[config.mk]
export PLATFORM = sky130hd
export DESIGN_NAME = if_fetch_stage
export DESIGN_NICKNAME = d
export VERILOG_FILES = /design/src/rtl/if_fetch_stage.sv
export SDC_FILE = /design/constraint.sdc
export NUM_CORES = 1
export LEC_CHECK = 0
export ABC_AREA = 1
export CORE_ASPECT_RATIO = 1.75
export CORE_MARGIN = 4
export CORE_UTILIZATION = 45
export DETAILED_ROUTE_END_ITERATION = 12
export HOLD_SLACK_MARGIN = 0.1
export PLACE_DENSITY_LB_ADDON = 0.12
export SLEW_MARGIN = 15
export SYNTH_ARGS = -nofsm -noshare
export SYNTH_HDL_FRONTEND = slang
export SYNTH_SLANG_ARGS = --single-unit
[constraint.sdc]
create_clock -name clk -period 1.76 [get_ports clk]
set_clock_uncertainty 0.1 [all_clocks]
set_input_delay 0.352 -clock clk [delete_from_list [all_inputs] [get_ports clk]]
set_output_delay 0.352 -clock clk [all_outputs]
set_load 0.01 [all_outputs]
[src/rtl/if_fetch_stage.sv]
// Instruction fetch stage: issues 16-bit instruction-memory reads and feeds the IF/ID register.
// Handles decode stalls with a one-word hold buffer, redirect flushes (draining in-flight reads) and HALT.
module if_fetch_stage (
  input  logic        clk,
  input  logic        rst_n,
  output logic        imem_rd,
  output logic [15:0] imem_addr,
  input  logic [15:0] imem_rdata,
  input  logic        imem_done,
  input  logic        id_stall,
  input  logic        redirect,
  input  logic [15:0] redirect_pc,
  output logic [15:0] if_instr,
  output logic [15:0] if_pc2,
  output logic        if_valid,
  output logic        halted
);

  localparam logic [15:0] NOP = 16'h0800;

  typedef enum logic [1:0] {
    S_FETCH,
    S_HOLD,
    S_DRAIN,
    S_HALT
  } state_e;

  state_e      state_q, state_d;
  logic [15:0] pc_q, pc_d;
  logic [15:0] req_addr_q, req_addr_d;
  logic [15:0] hold_buf_q, hold_buf_d;
  logic [15:0] instr_q, instr_d;
  logic [15:0] pc2_q, pc2_d;
  logic        valid_q, valid_d;

  logic [15:0] redirect_tgt;
  logic [15:0] pc_plus2;
  logic        load;
  logic [15:0] load_word;

  function automatic logic is_halt(input logic [15:0] w);
    return (w[15:11] == 5'b00000);
  endfunction

  assign redirect_tgt = {redirect_pc[15:1], 1'b0};
  assign pc_plus2     = pc_q + 16'd2;

  // State register
  always_ff @(posedge clk) begin
    if (!rst_n) begin
      state_q <= S_FETCH;
    end else begin
      state_q <= state_d;
    end
  end

  // Next-state logic
  always_comb begin
    state_d = state_q;
    if (redirect) begin
      // A read still in flight must complete before the new target is requested.
      if ((state_q == S_FETCH || state_q == S_DRAIN) && !imem_done) begin
        state_d = S_DRAIN;
      end else begin
        state_d = S_FETCH;
      end
    end else begin
      case (state_q)
        S_FETCH: begin
          if (imem_done) begin
            if (id_stall) begin
              state_d = S_HOLD;
            end else if (is_halt(imem_rdata)) begin
              state_d = S_HALT;
            end else begin
              state_d = S_FETCH;
            end
          end
        end
        S_HOLD: begin
          if (!id_stall) begin
            state_d = is_halt(hold_buf_q) ? S_HALT : S_FETCH;
          end
        end
        S_DRAIN: begin
          if (imem_done) begin
            state_d = S_FETCH;
          end
        end
        S_HALT:  state_d = S_HALT;
        default: state_d = S_FETCH;
      endcase
    end
  end

  // Outputs decoded from state
  always_comb begin
    imem_rd = 1'b0;
    halted  = 1'b0;
    case (state_q)
      S_FETCH: imem_rd = 1'b1;
      S_DRAIN: imem_rd = 1'b1;
      S_HALT:  halted  = 1'b1;
      default: ;
    endcase
  end

  assign imem_addr = req_addr_q;
  assign if_instr  = instr_q;
  assign if_pc2    = pc2_q;
  assign if_valid  = valid_q;

  // Datapath next-state
  always_comb begin
    pc_d       = pc_q;
    req_addr_d = req_addr_q;
    hold_buf_d = hold_buf_q;
    instr_d    = instr_q;
    pc2_d      = pc2_q;
    valid_d    = valid_q;
    load       = 1'b0;
    load_word  = imem_rdata;

    if (redirect) begin
      instr_d    = NOP;
      valid_d    = 1'b0;
      pc_d       = redirect_tgt;
      hold_buf_d = '0;
      if (state_d == S_FETCH) begin
        req_addr_d = redirect_tgt;
      end
    end else begin
      case (state_q)
        S_FETCH: begin
          if (imem_done && !id_stall) begin
            load      = 1'b1;
            load_word = imem_rdata;
          end else if (imem_done) begin
            hold_buf_d = imem_rdata;
          end else if (!id_stall) begin
            valid_d = 1'b0;
          end
        end
        S_HOLD: begin
          if (!id_stall) begin
            load      = 1'b1;
            load_word = hold_buf_q;
          end
        end
        S_DRAIN: begin
          if (imem_done) begin
            req_addr_d = pc_q;
          end
          if (!id_stall) begin
            valid_d = 1'b0;
          end
        end
        S_HALT: begin
          if (!id_stall) begin
            valid_d = 1'b0;
          end
        end
        default: ;
      endcase

      // Decode consumes an instruction once; a cycle without a new one is a bubble.
      if (load) begin
        instr_d = load_word;
        pc2_d   = pc_plus2;
        valid_d = 1'b1;
        if (!is_halt(load_word)) begin
          pc_d       = pc_plus2;
          req_addr_d = pc_plus2;
        end
      end
    end
  end

  // Datapath registers
  always_ff @(posedge clk) begin
    if (!rst_n) begin
      pc_q       <= '0;
      req_addr_q <= '0;
      hold_buf_q <= '0;
      instr_q    <= NOP;
      pc2_q      <= '0;
      valid_q    <= 1'b0;
    end else begin
      pc_q       <= pc_d;
      req_addr_q <= req_addr_d;
      hold_buf_q <= hold_buf_d;
      instr_q    <= instr_d;
      pc2_q      <= pc2_d;
      valid_q    <= valid_d;
    end
  end

endmodule
== Yosys cells after proc, flatten, opt, wreduce, memory -nomap -nowiden ==
Index checks and enable logic that the tools add are counted.
Word-level totals
  word-level logic and storage cells: 72
  bits of input ports: 37
  register bits after elaboration: 83
  output and inout port bits: 51
Cells by class
  mux-type cells: 32
  equality and inequality tests: 7
  reductions and logical operators: 20
  bitwise gates (word level): 4
  add/subtract/negate cells: 1
Operator list (count)
  $mux W16: 12
  $add A16 B2 Y16 const B: 1
  $mux W2: 8
  $logic_not A5 Y1: 3
  $mux W1: 9
  $pmux W2 S4: 1
  $ne A3 B2 Y1 const B: 2
  $reduce_and A2 Y1: 3
  $reduce_and A3 Y1: 2
  $reduce_or A2 Y1: 3
  $eq A2 B2 Y1 const B: 2
  $logic_not A2 Y1: 2
  $not A1 Y1: 4
  $pmux W1 S2: 2
  $reduce_bool A3 Y1: 1
  $eq A2 B1 Y1 const B: 1
  $logic_and A1 B1 Y1: 2
  $logic_not A1 Y1: 2
  $ne A2 B1 Y1 const B: 1
  $ne A2 B2 Y1 const B: 1
  $reduce_bool A2 Y1: 1
  $logic_or A1 B1 Y1: 1

== Logic depth before layout (Yosys ltp) ==
  word-level depth: 9
  mapped depth: 13
  mapped depth without buffers: 12

== Worst setup path after synthesis ==
Ideal clock, no wire load.
  kind: input to register
  from: input id_stall
  to: register pc_q[12]
  data arrival time: 1.493 ns
  setup time: 0.113 ns
  required time: 1.547 ns
  path buffers: 2
  slack: 0.054 ns
  stages on the path: 12
  path through: inv_1 > nand3_2 > buf_6 > nand2_2 > o21ai_2 > nor2_4 > nand2_4 > nand2_4 > nand2_4 > buf_6 > o21ai_1 > nor2_1
Between the ends
  longest elaborated chain between the ends: 7
  elaborated cells between the ends (all ways): 13
  those cells by class: 1 x eq/ne; 7 x mux; 5 x reduce/logical
RTL lines
  from (decl): RTL line 10  | input logic id_stall,
  $logic_not A1 Y1
  $logic_and A1 B1 Y1: RTL line 135  | if (imem_done && !id_stall) begin
  $mux W1: RTL line 135
  $pmux W1 S2: RTL line 133  | case (state_q)
  $mux W1: RTL line 124  | if (redirect) begin
  $reduce_bool A2 Y1 (no line)
  $reduce_and A2 Y1 (no line) *
  to (signal assigned): RTL line 189  | pc_q <= pc_d;
  to (decl): RTL line 29  | logic [15:0] pc_q, pc_d;
Mark *: on every way between the ends. The rest lies on a longest branch, timed or not. The select of a mux whose other input is x is not followed.
A chain may end at the register's enable or synchronous reset.

== Final worst setup path ==
  from: register state_q[0]
  to: register req_addr_q[5] (netlist: imem_addr[5])
Between the ends
  longest elaborated chain between the ends: 7
  elaborated cells between the ends (all ways): 23
  those cells by class: 4 x eq/ne; 14 x mux; 5 x reduce/logical
RTL lines
  from (decl): RTL line 28  | state_e state_q, state_d;
  from (signal assigned): RTL line 53  | state_q <= state_d;
  $eq A2 B1 Y1, or another cell as far along: RTL line 68, 133
  $mux W16 / $logic_or A1 B1 Y1 (equally long branches)
  $mux W16 / $logic_and A1 B1 Y1 (equally long branches): RTL line 124, 62
  $logic_not A5 Y1 / $mux W2 (equally long branches): RTL line 42, 62
  $mux W16 / $mux W2 (equally long branches): RTL line 171, 60
  $mux W16 / $logic_not A2 Y1 (equally long branches): RTL line 167, 129
  $mux W16 / $ne A2 B1 Y1 (equally long branches)
  to (signal assigned): RTL line 190  | req_addr_q <= req_addr_d;
  to (decl): RTL line 30  | logic [15:0] req_addr_q, req_addr_d;
Parallel ways exist; a longest one is shown, timed or not. The select of a mux whose other input is x is not followed.

==> reports/metrics.yaml <==
dr.pass1.iters: 4
p_int_mw: 3.726
seq_area_frac_synth: 0.4042
via_count: 4580
synth_area_mm2: 0.004011
rsz0062_at_grt: "yes"
syn-instance-count: 591
cp_data_arrival_time_ns: 1.91
cp_max_fo: 6
top_level_ports: 88
dpl_cell_area_mm2: 0.005464
clock.fmax_mhz: 565.5
final_common_cell: "nand2_1"
n_antenna_cell: 0
syn_nets: 629
gr-usage-all-layers: 0.2588
violations: "negative setup slack"
fin_ws_ns: -0.008312
finalSetupViolCount: 3
drv_cap: 0
fillers: 762
synth-seq-cells: 81
antenna_found_initial: 0
gp_congestion: 0.9788
cp-end-kind: "flip-flop"
clockPowerShare: 0.403
met2WireLength_um: 7277
cts_tree: "yes"
seq_power_share: 0.394
cts_max_path_buffers: 2
critical_path_class: "reg2reg"
final-max-slew-violation-count: 0
met1_length_um: 4820
final_cell_mix: "nand2_1, clkdlybuf4s50_1, dfxtp_1, buf_4, nor2_1"
synth-async-reset-ratio: 0
grt_pass1_vias: 4598
p_per_area_mw_per_mm2: 836.7
ys.flop_type: "dfxtp_1"
power_switching_mw: 1.428
r2r-start: "state_q[0]"
hold_end: "if_pc2[3]"
dr.first_iter.drc_count: 263
post-route-drc-count: 0
combPwrFrac: 0.202
rows: 45
grt_max_degree: 28
final_antenna_net_count: 0
h-tree-depth: 3
dp_hpwl_um: 9812
fin_crit_ns: 1.768
clockRootBuffer: "clkbuf_16"
hold_depth: 2
synth_area_per_cell_um2: 6.787
cts_buffers: 9
synth-warning-count: 0
wl_per_cell_um: 15.76
vias_per_cell: 5.301
fp.dieW_um: 79.37
ys_types: 38
status: "finished with violations"
wl_um: 13620
portBuffers: 85
insertion_delay_ns: 0.34
hold_ws_ns: 0.3639
highest_layer: "met4"
synth-edff-count: 0
crit_required_ns: 1.90
p_sw_frac: 0.2770
ir_worst_vdd_uv: 574.6
leakage_nw: 2.777
die_h_um: 132.9
dp_slack_ns: -0.5201
drive_gt1_frac: 0.2410
initial_core_util: 0.4626
fin_area_mm2: 0.006160
overflow: 0
final.period_utilization: 1.005
core_mm2: 0.008671
r2r-end: "imem_addr[5]"
layout.nets: 780
cp-start-kind: "flip-flop"
wl_met3_um: 591
clk_pin_slew_ns: 0.07
syn_to_final_growth_pct: 53.56
hp-start: "if_pc2[3]"
clock-sinks: 81
dieArea_mm2: 0.01055
min_path_type: "reg2reg"
rrSetupSlack_ns: -0.008
r2r_cells: 12
hold_viol: 0
grt_pass1_wl_um: 21350
cells in the mapped netlist, drive strengths merged (2+ instances only):
cell type,instances,area (µm²)
a21oi,37,185.2
a311oi,2,17.52
nand2,182,723.2
o211ai,2,15.01
xnor2,2,17.52
nand3,45,235.2
nor3,3,20.02
inv,43,161.4
buf,12,82.57
nand4,2,12.51
o21ai,49,256.5
dfxtp,81,1622
a21boi,5,37.54
a31oi,9,56.30
a211oi,2,15.01
nor2,79,321.6
mux2i,6,60.06
xor2,7,61.31
clkbuf,16,60.06
how the worst max path moves through the flow:
stage               slack (ns)             to  cells after the start        from
floorplan                 0.05       pc_q[12]                     12    id_stall
global placement         -0.46       pc_q[12]                     12    id_stall
detailed placement       -0.52  imem_addr[12]                     11    id_stall
CTS                      0.004       pc_q[11]                     11     pc_q[2]
global route             -0.09   imem_addr[6]                     12  state_q[1]
finish                  -0.008   imem_addr[5]                     12  state_q[0]
per-layer routing:
layer  vias up  track usage
li1       2221            -
met1      2171       0.2453
met2       140       0.4826
met3        48      0.04837
met4         0       0.1778
met5         -            0
timing repair:
item | 4_1_cts | 5_1_grt
setup endpoints to repair | 54 | 58
pin swaps | 2 | 26
setup buffers | 0 | 3
gates resized for setup | 19 | 68
hold buffers | 0 | 0
gates cloned | 2 | 0
state kept, by name, summed over array words and instances, names as in the netlist:
name        cells
if_pc2         15
state_q         2
if_instr       16
if_valid        1
imem_addr      16
pc_q           15
hold_buf_q     16
area by class of cell:
type                            count  area, µm²  share of cell area
Clock buffer                       10      239.0             0.03880
Clock inverter                      6      87.58             0.01422
Inverter                           43      163.9             0.02661
Multi-Input combinational cell    441       2387              0.3876
Sequential cell                    81       1637              0.2657
Tap cell                          117      146.4             0.02377
Timing Repair Buffer              166       1499              0.2433
cells by family (layout without fill, tap and decap cells):
family,count (synthesis),after routing,share of synthesized area
buffers and inverters,71,225,0.07579
other,1,1,0.0009348
DFF,81,81,0.4042
and+or+nand+nor,313,315,0.3303
AOI/OAI and AO/OA,109,109,0.1510
muxes,6,6,0.01497
adders and majority gates,1,1,0.003119
xor gates and xnor gates,9,9,0.01965
per-stage QoR:
step | std cells | util | power (mW) | TNS, ns
after global placement | 843 | 0.6302 | 2.984 | -23.03
after global routing | 864 | 0.7104 | 5.360 | -1.626
final | 864 | 0.7104 | 5.154 | -0.01832
after detailed placement | 843 | 0.6302 | 3.001 | -26.58
after CTS | 861 | 0.6773 | 5.092 | 0
after floorplan | 591 | - | 2.507 | 0
power by group through the flow:
stage | clock [mW] | sequential [mW] | combinational [mW]
after CTS | 2.10 | 2.02 | 0.968
after global routing | 2.18 | 2.04 | 1.13
after floorplan | 0 | 2.07 | 0.433
after detailed placement | 0 | 2.06 | 0.940
after global placement | 0 | 2.06 | 0.926
final | 2.08 | 2.03 | 1.04
critical path, cell delays in order, from the launching register on:
cell	delay (ns)
dfxtp_4	0.40
inv_4	0.05
nor2_4	0.14
nand3_2	0.10
nand2_2	0.10
nand2_2	0.07
nor2_4	0.14
nand2_4	0.09
nand2_8	0.13
buf_6	0.15
a21boi_0	0.09
nand2_1	0.07
nand2_1	0.04
Note: power is estimated with default switching activity, not from simulation.
